[config.mk]
export PLATFORM = sky130hd
export DESIGN_NAME = rsa_modexp_scheduler
export DESIGN_NICKNAME = d
export VERILOG_FILES = /design/src/rtl/rsa_sched_pkg.sv /design/src/rtl/rsa_rr_arbiter.sv /design/src/rtl/rsa_modexp_scheduler.sv
export SDC_FILE = /design/constraint.sdc
export NUM_CORES = 1
export LEC_CHECK = 0
export ABC_AREA = 1
export CAP_MARGIN = 20
export CORE_UTILIZATION = 27
export DETAILED_ROUTE_END_ITERATION = 7
export PLACE_DENSITY = 0.59
export RECOVER_POWER = 25
export SLEW_MARGIN = 20
export SYNTH_ARGS = -nofsm -noshare
export SYNTH_HDL_FRONTEND = slang
export SYNTH_SLANG_ARGS = --single-unit
[constraint.sdc]
create_clock -name clk -period 3.6 [get_ports clk]
set_clock_uncertainty 0.15 [all_clocks]
set_input_delay 0.54 -clock clk [delete_from_list [all_inputs] [get_ports clk]]
set_output_delay 0.54 -clock clk [all_outputs]
set_load 0.02 [all_outputs]
[src/rtl/rsa_sched_pkg.sv]
// ----------------------------------------------------------------------------
// rsa_sched_pkg
// Shared types and constants for the RSA modular-exponentiation scheduler.
//   state_t          : scheduler FSM states
//   id_w()           : requester-index width for a given requester count
//   ENG_MIN_LATENCY  : shortest start->done latency a conforming engine shows
//   ENG_MAX_LATENCY  : longest start->done latency checkers should tolerate
// ----------------------------------------------------------------------------
package rsa_sched_pkg;

    typedef enum logic [2:0] {
        S_IDLE,
        S_START,
        S_WAIT,
        S_RESP,
        S_ABORT
    } state_t;

    localparam int unsigned ENG_MIN_LATENCY = 1;
    localparam int unsigned ENG_MAX_LATENCY = 64;

    // Index width; never below 1 so a vector can always be declared.
    function automatic int unsigned id_w(input int unsigned n);
        return (n > 1) ? $clog2(n) : 1;
    endfunction

endpackage

[src/rtl/rsa_rr_arbiter.sv]
// ----------------------------------------------------------------------------
// rsa_rr_arbiter
// Purely combinational round-robin pick: the first asserted request at or
// after the pointer, wrapping. The pointer register lives in the caller.
// Ports:
//   req      in   NUM_REQ   request vector
//   ptr      in   ID_W      highest-priority index this cycle
//   gnt      out  NUM_REQ   one-hot grant (all zero when no request)
//   gnt_idx  out  ID_W      index of the granted request
//   gnt_any  out  1         some request was granted
// ----------------------------------------------------------------------------
module rsa_rr_arbiter
    import rsa_sched_pkg::*;
#(
    parameter int unsigned NUM_REQ = 2,
    parameter int unsigned ID_W    = id_w(NUM_REQ)
) (
    input  logic [NUM_REQ-1:0] req,
    input  logic [ID_W-1:0]    ptr,
    output logic [NUM_REQ-1:0] gnt,
    output logic [ID_W-1:0]    gnt_idx,
    output logic               gnt_any
);

    int unsigned cand;

    always_comb begin
        gnt     = '0;
        gnt_idx = '0;
        gnt_any = 1'b0;
        cand    = 0;
        for (int unsigned k = 0; k < NUM_REQ; k++) begin
            // ptr < NUM_REQ, so one conditional subtract implements the wrap
            cand = 32'(ptr) + k;
            if (cand >= NUM_REQ) begin
                cand = cand - NUM_REQ;
            end
            if (!gnt_any && req[cand[ID_W-1:0]]) begin
                gnt_any                = 1'b1;
                gnt[cand[ID_W-1:0]]    = 1'b1;
                gnt_idx                = cand[ID_W-1:0];
            end
        end
    end

endmodule

[src/rtl/rsa_modexp_scheduler.sv]
// ----------------------------------------------------------------------------
// rsa_modexp_scheduler
// Shares one modular-exponentiation engine between NUM_REQ requesters.
// Round-robin grant, operand latch, one-cycle engine start, wait for done,
// then hold the result for the winner until it accepts.
// A zero modulus is rejected without starting the engine (rsp_err=1).
//
// Optional feature, macro RSA_SCHED_TIMEOUT_EN: watchdog on S_WAIT. After
// TIMEOUT_CYCLES without eng_done the engine is held in reset for two cycles
// (S_ABORT) and the job is answered with rsp_err=1, rsp_result=0.
//
// Ports:
//   clk, rst                       clock, synchronous active-high reset
//   req_valid/req_ready            per-requester job handshake (ready is one-hot)
//   req_base/exponent/modulus      packed operands, slice i = requester i
//   rsp_valid/rsp_ready            per-requester response handshake
//   rsp_result, rsp_err            shared response bus, qualified by rsp_valid
//   busy                           scheduler not idle
//   eng_rst_n, eng_start           engine reset (registered) and start pulse
//   eng_base/exponent/modulus      latched operands to the engine
//   eng_result, eng_done           engine result and done pulse
// ----------------------------------------------------------------------------
module rsa_modexp_scheduler
    import rsa_sched_pkg::*;
#(
    parameter int unsigned WIDTH          = 32,
    parameter int unsigned NUM_REQ        = 2,
    parameter int unsigned TIMEOUT_CYCLES = 256
) (
    input  logic                     clk,
    input  logic                     rst,
    input  logic [NUM_REQ-1:0]       req_valid,
    output logic [NUM_REQ-1:0]       req_ready,
    input  logic [NUM_REQ*WIDTH-1:0] req_base,
    input  logic [NUM_REQ*WIDTH-1:0] req_exponent,
    input  logic [NUM_REQ*WIDTH-1:0] req_modulus,
    output logic [NUM_REQ-1:0]       rsp_valid,
    input  logic [NUM_REQ-1:0]       rsp_ready,
    output logic [WIDTH-1:0]         rsp_result,
    output logic                     rsp_err,
    output logic                     busy,
    output logic                     eng_rst_n,
    output logic                     eng_start,
    output logic [WIDTH-1:0]         eng_base,
    output logic [WIDTH-1:0]         eng_exponent,
    output logic [WIDTH-1:0]         eng_modulus,
    input  logic [WIDTH-1:0]         eng_result,
    input  logic                     eng_done
);

    localparam int unsigned ID_W = id_w(NUM_REQ);

    if (NUM_REQ < 2 || NUM_REQ > 8 || TIMEOUT_CYCLES < 1) begin : g_param_check
        $error("rsa_modexp_scheduler: NUM_REQ must be 2..8 and TIMEOUT_CYCLES >= 1");
    end

    state_t            state_q, state_d;
    logic [ID_W-1:0]   ptr_q, ptr_d;
    logic [ID_W-1:0]   idx_q, idx_d;
    logic [WIDTH-1:0]  base_q, base_d;
    logic [WIDTH-1:0]  exp_q, exp_d;
    logic [WIDTH-1:0]  mod_q, mod_d;
    logic [WIDTH-1:0]  result_q, result_d;
    logic              err_q, err_d;
    logic              rst_dly_q;
    logic              eng_rst_n_q;

`ifdef RSA_SCHED_TIMEOUT_EN
    localparam int unsigned CNT_W = $clog2(TIMEOUT_CYCLES + 1);
    logic [CNT_W-1:0]  cnt_q, cnt_d;
    logic              abort_q, abort_d;   // set in the second S_ABORT cycle
`endif

    logic [NUM_REQ-1:0] arb_gnt;
    logic [ID_W-1:0]    arb_idx;
    logic               arb_any;
    logic [WIDTH-1:0]   sel_base, sel_exp, sel_mod;

    rsa_rr_arbiter #(
        .NUM_REQ (NUM_REQ),
        .ID_W    (ID_W)
    ) u_arb (
        .req     (req_valid),
        .ptr     (ptr_q),
        .gnt     (arb_gnt),
        .gnt_idx (arb_idx),
        .gnt_any (arb_any)
    );

    assign sel_base = req_base[arb_idx*WIDTH +: WIDTH];
    assign sel_exp  = req_exponent[arb_idx*WIDTH +: WIDTH];
    assign sel_mod  = req_modulus[arb_idx*WIDTH +: WIDTH];

    always_comb begin
        state_d   = state_q;
        ptr_d     = ptr_q;
        idx_d     = idx_q;
        base_d    = base_q;
        exp_d     = exp_q;
        mod_d     = mod_q;
        result_d  = result_q;
        err_d     = err_q;
        req_ready = '0;
`ifdef RSA_SCHED_TIMEOUT_EN
        cnt_d     = cnt_q;
        abort_d   = abort_q;
`endif
        unique case (state_q)
            S_IDLE: begin
                if (arb_any) begin
                    req_ready = arb_gnt;
                    idx_d     = arb_idx;
                    base_d    = sel_base;
                    exp_d     = sel_exp;
                    mod_d     = sel_mod;
                    ptr_d     = (arb_idx == ID_W'(NUM_REQ - 1)) ? '0 : arb_idx + 1'b1;
                    if (sel_mod == '0) begin
                        // Rejected job: answer directly, engine untouched
                        state_d  = S_RESP;
                        err_d    = 1'b1;
                        result_d = '0;
                    end else begin
                        state_d  = S_START;
                        err_d    = 1'b0;
                    end
                end
            end
            S_START: begin
                state_d = S_WAIT;
`ifdef RSA_SCHED_TIMEOUT_EN
                cnt_d   = '0;
`endif
            end
            S_WAIT: begin
                // Done takes priority over the watchdog limit
                if (eng_done) begin
                    result_d = eng_result;
                    err_d    = 1'b0;
                    state_d  = S_RESP;
                end
`ifdef RSA_SCHED_TIMEOUT_EN
                else if (cnt_q == CNT_W'(TIMEOUT_CYCLES - 1)) begin
                    state_d = S_ABORT;
                    abort_d = 1'b0;
                end else begin
                    cnt_d = cnt_q + 1'b1;
                end
`endif
            end
            S_RESP: begin
                if (rsp_ready[idx_q]) begin
                    state_d = S_IDLE;
                end
            end
`ifdef RSA_SCHED_TIMEOUT_EN
            S_ABORT: begin
                if (abort_q) begin
                    state_d  = S_RESP;
                    err_d    = 1'b1;
                    result_d = '0;
                end else begin
                    abort_d = 1'b1;
                end
            end
`endif
            default: begin
                state_d = S_IDLE;
            end
        endcase
    end

    always_ff @(posedge clk) begin
        if (rst) begin
            state_q     <= S_IDLE;
            ptr_q       <= '0;
            idx_q       <= '0;
            base_q      <= '0;
            exp_q       <= '0;
            mod_q       <= '0;
            result_q    <= '0;
            err_q       <= 1'b0;
            rst_dly_q   <= 1'b1;
            eng_rst_n_q <= 1'b0;
`ifdef RSA_SCHED_TIMEOUT_EN
            cnt_q       <= '0;
            abort_q     <= 1'b0;
`endif
        end else begin
            state_q     <= state_d;
            ptr_q       <= ptr_d;
            idx_q       <= idx_d;
            base_q      <= base_d;
            exp_q       <= exp_d;
            mod_q       <= mod_d;
            result_q    <= result_d;
            err_q       <= err_d;
            rst_dly_q   <= 1'b0;
            // Engine reset trails our own reset by one cycle and covers S_ABORT
            eng_rst_n_q <= !rst_dly_q && (state_d != S_ABORT);
`ifdef RSA_SCHED_TIMEOUT_EN
            cnt_q       <= cnt_d;
            abort_q     <= abort_d;
`endif
        end
    end

    assign busy         = (state_q != S_IDLE);
    assign eng_start    = (state_q == S_START);
    assign eng_rst_n    = eng_rst_n_q;
    assign eng_base     = base_q;
    assign eng_exponent = exp_q;
    assign eng_modulus  = mod_q;
    assign rsp_valid    = (state_q == S_RESP) ? (NUM_REQ'(1) << idx_q) : '0;
    assign rsp_err      = (state_q == S_RESP) && err_q;
    assign rsp_result   = result_q;

endmodule

==> reports/qor.csv, run 1 <==
metric;value;unit
status;finished, violations left;
violations;max-capacitance violations, max-slew violations;
syn_nets;1067;
grt_pass1_vias;6236;
ys_ff_latch;136;
vias;6544;
clk_latency;0.40;ns
wl;22.4;mm
ys_seq_area_share;46.8;%
pin_count;367;
rsz0062_at_grt;false;
synth_common_cells;nand2_1 (342), dfxtp_1 (136), nor2_1 (82);
async_flop_share;0;%
synth_area_leaders;dfxtp_1 (47%), nand2_1 (22%), a31oi_1 (6.9%);
dp_worst_setup_slack;0.497;ns
total_power;4270;uW
cts_tree;yes;
start_kind;primary input;
antenna_found_initial;0;
power-per-cell-area;418;mW/mm2
ys_types;22;
syn_area;0.00582;mm2
cts_setup_buffers;0;
max_slew_margin;-79.5;%
clockBufferDepth;2;
avgSynthCellArea;6.97;um2
die_width;149;um
drtIter0Drc;298;
tns;0;ns
arrival;2.32;ns
vias_per_cell;4.48;
grt_usage;19.7;%
cts_resized;0;
place_congestion;0.800;
peakVddDrop;0.270;mV
setup_viol;0;
ys.flop_type;dfxtp_1;
synth.top_cell.area_share;46.8;%
post-dp-hpwl;15.7;mm
yosys.cell_count.top_type;nand2_1;
cts_max_level;4;
path_class;in2out;
core_area;0.0211;mm2
layout.cells.non_filler;1460;
fill_cells;2146;
tightest_slew;2.69;ns
worst_slack;0.594;ns
synth_warnings;0;
clkTransAtPathRegs;0.06;ns
dp.cells;1428;
crit_fanout;37;
nNetsFinal;1403;
area_growth;75.7;%
overflow;0;
grt_max_degree;134;
start_util;27.6;%
cts-root-buf;clkbuf_16;
hold_viol;0;
holdWs;0.235;ns
num_rows;53;
ctsHoldBuffers;0;
max-cap-violations;1;
seq_area;0.00272;mm2
finalCriticalPeriod;3.01;ns
slew_violations;56;
ant_nets;0;
post-route-period-util;83.5;%
synth_edf_count;0;
hp-class;reg2reg;
insertedDiodeCount;0;
drive_above_1_share;3.97;%
max_freq;333;MHz
die_h;149;um
wl_per_cell;15.3;um
cp.required;2.91;ns
fp.dieArea;0.0222;mm2
post-route-drc-count;0;
crit_path_end_kind;output pin;
p_leak;0.00408;uW
cts_buffers;17;
rrSetupSlack;1.25;ns
synth_top_area_cell;dfxtp_1;
drtPass1Iterations;4;
grt_pass1_wl;34.0;mm
clock-sinks;136;
multi_input_area;0.00267;mm2
port-buffer-count;366;
synthCells;836;
## worst paths after layout
check                             startpoint             to  cells past startpoint
worst max register to register         ptr_q  rsp_result[6]                     15
worst min register to register     rst_dly_q      eng_rst_n                      1
worst min-delay path               rst_dly_q      eng_rst_n                      1
worst max-delay path            req_valid[0]   req_ready[1]                      5
## power by group
group	total [uW]	leakage (uW)	internal (uW)	switching, uW
Clock	1750	0.000288	982	768
Sequential	1640	0.00111	1590	45.1
Combinational	883	0.00268	453	430
## worst max-delay path, stage by stage
cell             delay [ns]
clkdlybuf4s50_1        0.49
nand2_2                0.18
nand2_4                0.26
nor2_4                 0.19
clkdlybuf4s50_1        0.66
## state kept, by name (all words and copies together) (netlist names)
| register | count |
|---|---|
| rsp_result | 32 |
| idx_q | 1 |
| state_q | 3 |
| rst_dly_q | 1 |
| eng_base | 32 |
| eng_modulus | 32 |
| eng_exponent | 32 |
| ptr_q | 1 |
| eng_rst_n | 1 |
| err_q | 1 |
## layer usage
metal	GRT usage [%]	part of all wire [%]
met5	0	0
met4	6.79	1.8
met3	5.41	8.0
met2	33.5	47
met1	23.8	43
## per-stage QoR
| step | util, % | instance area (um2) |
|---|---|---|
| floorplan | - | 5820 |
| CTS | 48.5 | 10200 |
| global route | 48.5 | 10200 |
| detailed placement | 45.8 | 9650 |
| finish | 48.5 | 10200 |
| global placement | 45.8 | 9650 |
## cells by family (layout without fill, tap and decap cells)
logic type	after synthesis	in the layout	share of synthesized area, %
AOI/OAI and AO/OA	139	139	13.5
DFF	136	136	46.8
and+or+nand+nor	461	461	31.9
other	1	1	0.0644
buffers and inverters	99	448	7.84
## layout by cell type, fill, tap and decap left out, types with 2 or more instances in the layout
cell,Yosys,routed
a211oi_1,2,2
a21oi_1,67,66
a31oi_1,64,64
buf_12,0,2
buf_4,6,7
clkbuf_16,0,17
clkdlybuf4s50_1,0,300
clkinv_2,0,2
clkinv_4,0,2
dfxtp_1,136,136
dlygate4sd3_1,0,65
inv_1,41,41
inv_6,0,5
inv_8,0,3
nand2_1,342,342
nand2_2,2,2
nand3_1,3,3
nand3b_1,27,27
nor2_1,82,81
nor3_1,2,2
o21ai_1,5,4
## cell type report
type / count / share of cell area (%)
Clock inverter: 15 / 1.55
Inverter: 41 / 1.50
Multi-Input combinational cell: 601 / 26.1
Clock buffer: 17 / 4.16
Tap cell: 275 / 3.36
Timing Repair Buffer: 375 / 36.7
Sequential cell: 136 / 26.6
No activity file was read; power rests on OpenSTA's default activity.
==> run 2, diff against run 1 <==
- clock period: 3.6 -> 2.8 ns (I/O delays scaled with it)
==> reports/qor.csv, run 2 (same netlist as run 1, synthesis figures left out) <==
metric;value;unit
port-buffer-count;366;
core_area;0.0211;mm2
die_width;149;um
post-route-drc-count;0;
max_stage_delay;0.63;ns
setup_viol;0;
insertedDiodeCount;0;
status;finished clean;
vias_per_cell;4.46;
cpMaxStageDelayCell;clkdlybuf4s50_1;
cts_max_level;4;
max_freq;374;MHz
cts_buffers;17;
crit_fanout;5;
antenna_found_initial;0;
reg2reg_to;rsp_result[1];
design_area;0.0104;mm2
drtPass1Iterations;4;
area_growth;79.2;%
cts-root-buf;clkbuf_16;
cts_tree;yes;
vias;6590;
place_area;0.00983;mm2
slew_violations;0;
overflow;0;
grt_usage;20.0;%
hold_viol;0;
path_buf_inv;3;
path_delay_family;buffers and inverters;
grt_pass1_vias;6335;
whs_path_depth;1;
clockBufferDepth;2;
layout_commonest_cell;nand2_1;
hp-start;rst_dly_q;
path_class;in2out;
worstReg2RegStart;ptr_q;
clkTransAtPathRegs;0.06;ns
wl_per_cell;15.2;um
num_rows;53;
cp.required;2.23;ns
cts_setup_buffers;0;
max_slew_margin;10.2;%
mostFrequentLayoutCells;nand2_1 (342), clkdlybuf4s50_1 (308), dfxtp_1 (136);
tns;0;ns
arrival;2.10;ns
grt_max_degree;102;
fill_cells;2109;
die_h;149;um
pin_count;367;
drive_above_1_share;5.32;%
crit_path_end_kind;output pin;
peakVddDrop;0.376;mV
power-per-cell-area;548;mW/mm2
post-route-period-util;95.4;%
rrSetupSlack;0.62;ns
place_congestion;0.797;
clock-sinks;136;
rsz0062_at_grt;false;
finalCriticalPeriod;2.67;ns
cp_cell_sequence;clkdlybuf4s50_1 > buf_4 > o21ai_4 > a21oi_4 > clkdlybuf4s50_1;
hold_path_end;eng_rst_n;
wl;22.5;mm
ant_nets;0;
post-dp-hpwl;16.4;mm
hp-class;reg2reg;
fin_util;49.5;%
rr_worst_depth;15;
start_kind;primary input;
p_leak;0.00417;uW
fp.dieArea;0.0222;mm2
tightest_slew;1.35;ns
crit_cells;5;
clk_latency;0.41;ns
max-cap-violations;0;
start_util;27.6;%
crit_top_cell;clkdlybuf4s50_1;
drtIter0Drc;241;
nNetsFinal;1420;
grt_pass1_wl;34.3;mm
run 2: through the flow:
step / setup slack (ns) / hold slack, ns / total power (uW) / instances
after floorplan: 0.883 / 0.218 / 2650 / 836
after global placement: 0.0748 / 0.219 / 3350 / 1445
after detailed placement: 0.0102 / 0.221 / 3340 / 1445
after CTS: 0.00916 / 0.123 / 5810 / 1477
after global routing: 0.0421 / 0.262 / 5980 / 1477
final: 0.129 / 0.238 / 5720 / 1477
run 2: routing by layer:
layer	GRT usage (%)	wire, um
met3	6.54	2000
met4	6.07	300
met2	34.3	10900
met5	0	0
met1	23.5	9260
run 2: area by class of cell:
cell class,instances,area (um2),area share [%]
Tap cell,275,344,3.30
Clock inverter,15,206,1.98
Sequential cell,136,2720,26.1
Timing Repair Buffer,392,3910,37.4
Clock buffer,17,425,4.08
Multi-Input combinational cell,601,2680,25.7
Inverter,41,154,1.47
run 2: timing repair:
item	CTS	global route
gates resized for setup	0	1
setup endpoints to repair	0	2
hold buffers	0	0
run 2: power by group:
group	switching, uW	internal, uW	total (uW)
Combinational	559	608	1170
Clock	997	1450	2440
Sequential	59.0	2050	2110
Total	1610	4100	5720
run 2: worst max-delay path by stage:
stage	start	end	slack, ns
after floorplan	req_valid[1]	req_ready[0]	0.88
after global placement	req_valid[1]	rsp_result[0]	0.07
after detailed placement	req_valid[1]	rsp_result[11]	0.01
after CTS	state_q[2]	req_ready[1]	0.009
after global routing	req_valid[1]	req_ready[0]	0.04
final	req_valid[1]	req_ready[0]	0.13
run 2: worst reg2reg max path, cell delays in order, from the launching register on:
cell and delay, ns:
dfxtp_1 0.31, inv_1 0.06, nand2_2 0.13, nand2_4 0.11, buf_12 0.16, o21ai_1 0.21, nand2_1 0.09, nor2_1 0.12
nand2_1 0.06, nor2_1 0.09, nand2_1 0.09, nand2_1 0.09, nand2_2 0.06, buf_12 0.16, nand2_1 0.09, a21oi_1 0.07
==> run 3, diff against run 2 <==
- MAX_ROUTING_LAYER: default -> met4
==> reports/qor.csv, run 3 (same netlist as run 1, synthesis figures left out) <==
metric;value;unit
status;finished clean;
insertedDiodeCount;0;
clkTransAtPathRegs;0.06;ns
nNetsFinal;1420;
vias_per_cell;4.48;
antenna_found_initial;0;
drtIter0Drc;217;
core_area;0.0211;mm2
worst_slack;0.127;ns
hold_viol;0;
area_growth;79.2;%
cp.required;2.23;ns
layout_commonest_cell;nand2_1;
clockBufferDepth;2;
grt_pass1_wl;34.1;mm
slew_violations;0;
ant_nets;0;
port-buffer-count;366;
clk_latency;0.42;ns
num_rows;53;
drtPass1Iterations;5;
wl_per_cell;15.2;um
post-dp-hpwl;16.4;mm
vias;6614;
finalCriticalPeriod;2.67;ns
arrival;2.10;ns
cts-root-buf;clkbuf_16;
cts_max_level;4;
cts_tree;yes;
max_slew_margin;10.3;%
peakVddDrop;0.378;mV
cts_buffers;17;
die_width;149;um
cp_cell_sequence;clkdlybuf4s50_1 > buf_4 > o21ai_4 > a21oi_4 > clkdlybuf4s50_1;
die_h;149;um
fp.dieArea;0.0222;mm2
crit_top_cell;clkdlybuf4s50_1;
hp-class;reg2reg;
fin_util;49.5;%
overflow;0;
p_leak;0.00418;uW
cts_setup_buffers;0;
wl;22.5;mm
setup_viol;0;
cpMaxStageDelayCell;clkdlybuf4s50_1;
pin_count;367;
design_area;0.0104;mm2
power-per-cell-area;547;mW/mm2
max_stage_delay;0.63;ns
layout.cells.non_filler;1477;
dp.cells;1445;
grt_max_degree;102;
place_area;0.00983;mm2
mostFrequentLayoutCells;nand2_1 (342), clkdlybuf4s50_1 (307), dfxtp_1 (136);
grt_pass1_vias;6374;
start_util;27.6;%
clock-sinks;136;
crit_path_end_kind;output pin;
crit_fanout;5;
max_freq;374;MHz
post-route-drc-count;0;
tightest_slew;1.35;ns
place_congestion;0.809;
post-route-period-util;95.5;%
start_kind;primary input;
fill_cells;2109;
max-cap-violations;0;
rsz0062_at_grt;false;
path_class;in2out;
tns;0;ns
grt_usage;20.5;%
dp_worst_setup_slack;0.0102;ns
drive_above_1_share;5.32;%
==> run 3: cell type report <==
cell class,count,area [um2],area share (%)
Timing Repair Buffer,392,3910,37.4
Sequential cell,136,2720,26.1
Multi-Input combinational cell,601,2680,25.7
Clock buffer,17,425,4.08
Tap cell,275,344,3.30
Clock inverter,15,206,1.98
Inverter,41,154,1.47
==> run 3: per-layer routing <==
layer  GRT usage [%]  share of wire, %  up-vias
met5               -                 0        -
li1                -                 -     3389
met4            6.07               1.4        0
met3            5.17               7.6       18
met2            34.2                49      258
met1            24.3                42     2949
==> run 3: critical path, delay by kind of cell <==
family                 cells  cell delay (ns)
buffers and inverters      3             1.42
AO/OA/AOI/OAI              2             0.25
==> run 3: what timing repair did <==
action | in CTS | in global routing
gates resized for setup | 0 | 1
hold buffers | 0 | 0
endpoints found under the setup margin | 0 | 2
==> run 3: metrics by stage <==
stage | hold WS [ns] | power, uW
after floorplan | 0.218 | 2650
after global placement | 0.219 | 3350
after detailed placement | 0.221 | 3340
after CTS | 0.123 | 5810
after global routing | 0.261 | 5980
final | 0.236 | 5710
==> run 3: worst paths after layout <==
kind,start,slack [ns],endpoint,cells past startpoint
min,rst_dly_q,0.24,eng_rst_n,1
max,req_valid[1],0.13,req_ready[0],5
min reg2reg,rst_dly_q,0.24,eng_rst_n,1
max reg2reg,ptr_q,0.63,rsp_result[1],15
==> run 3: where the power goes <==
group          internal (uW)  switching, uW
clock network           1450            993
registers               2050           59.0
logic                    608            558
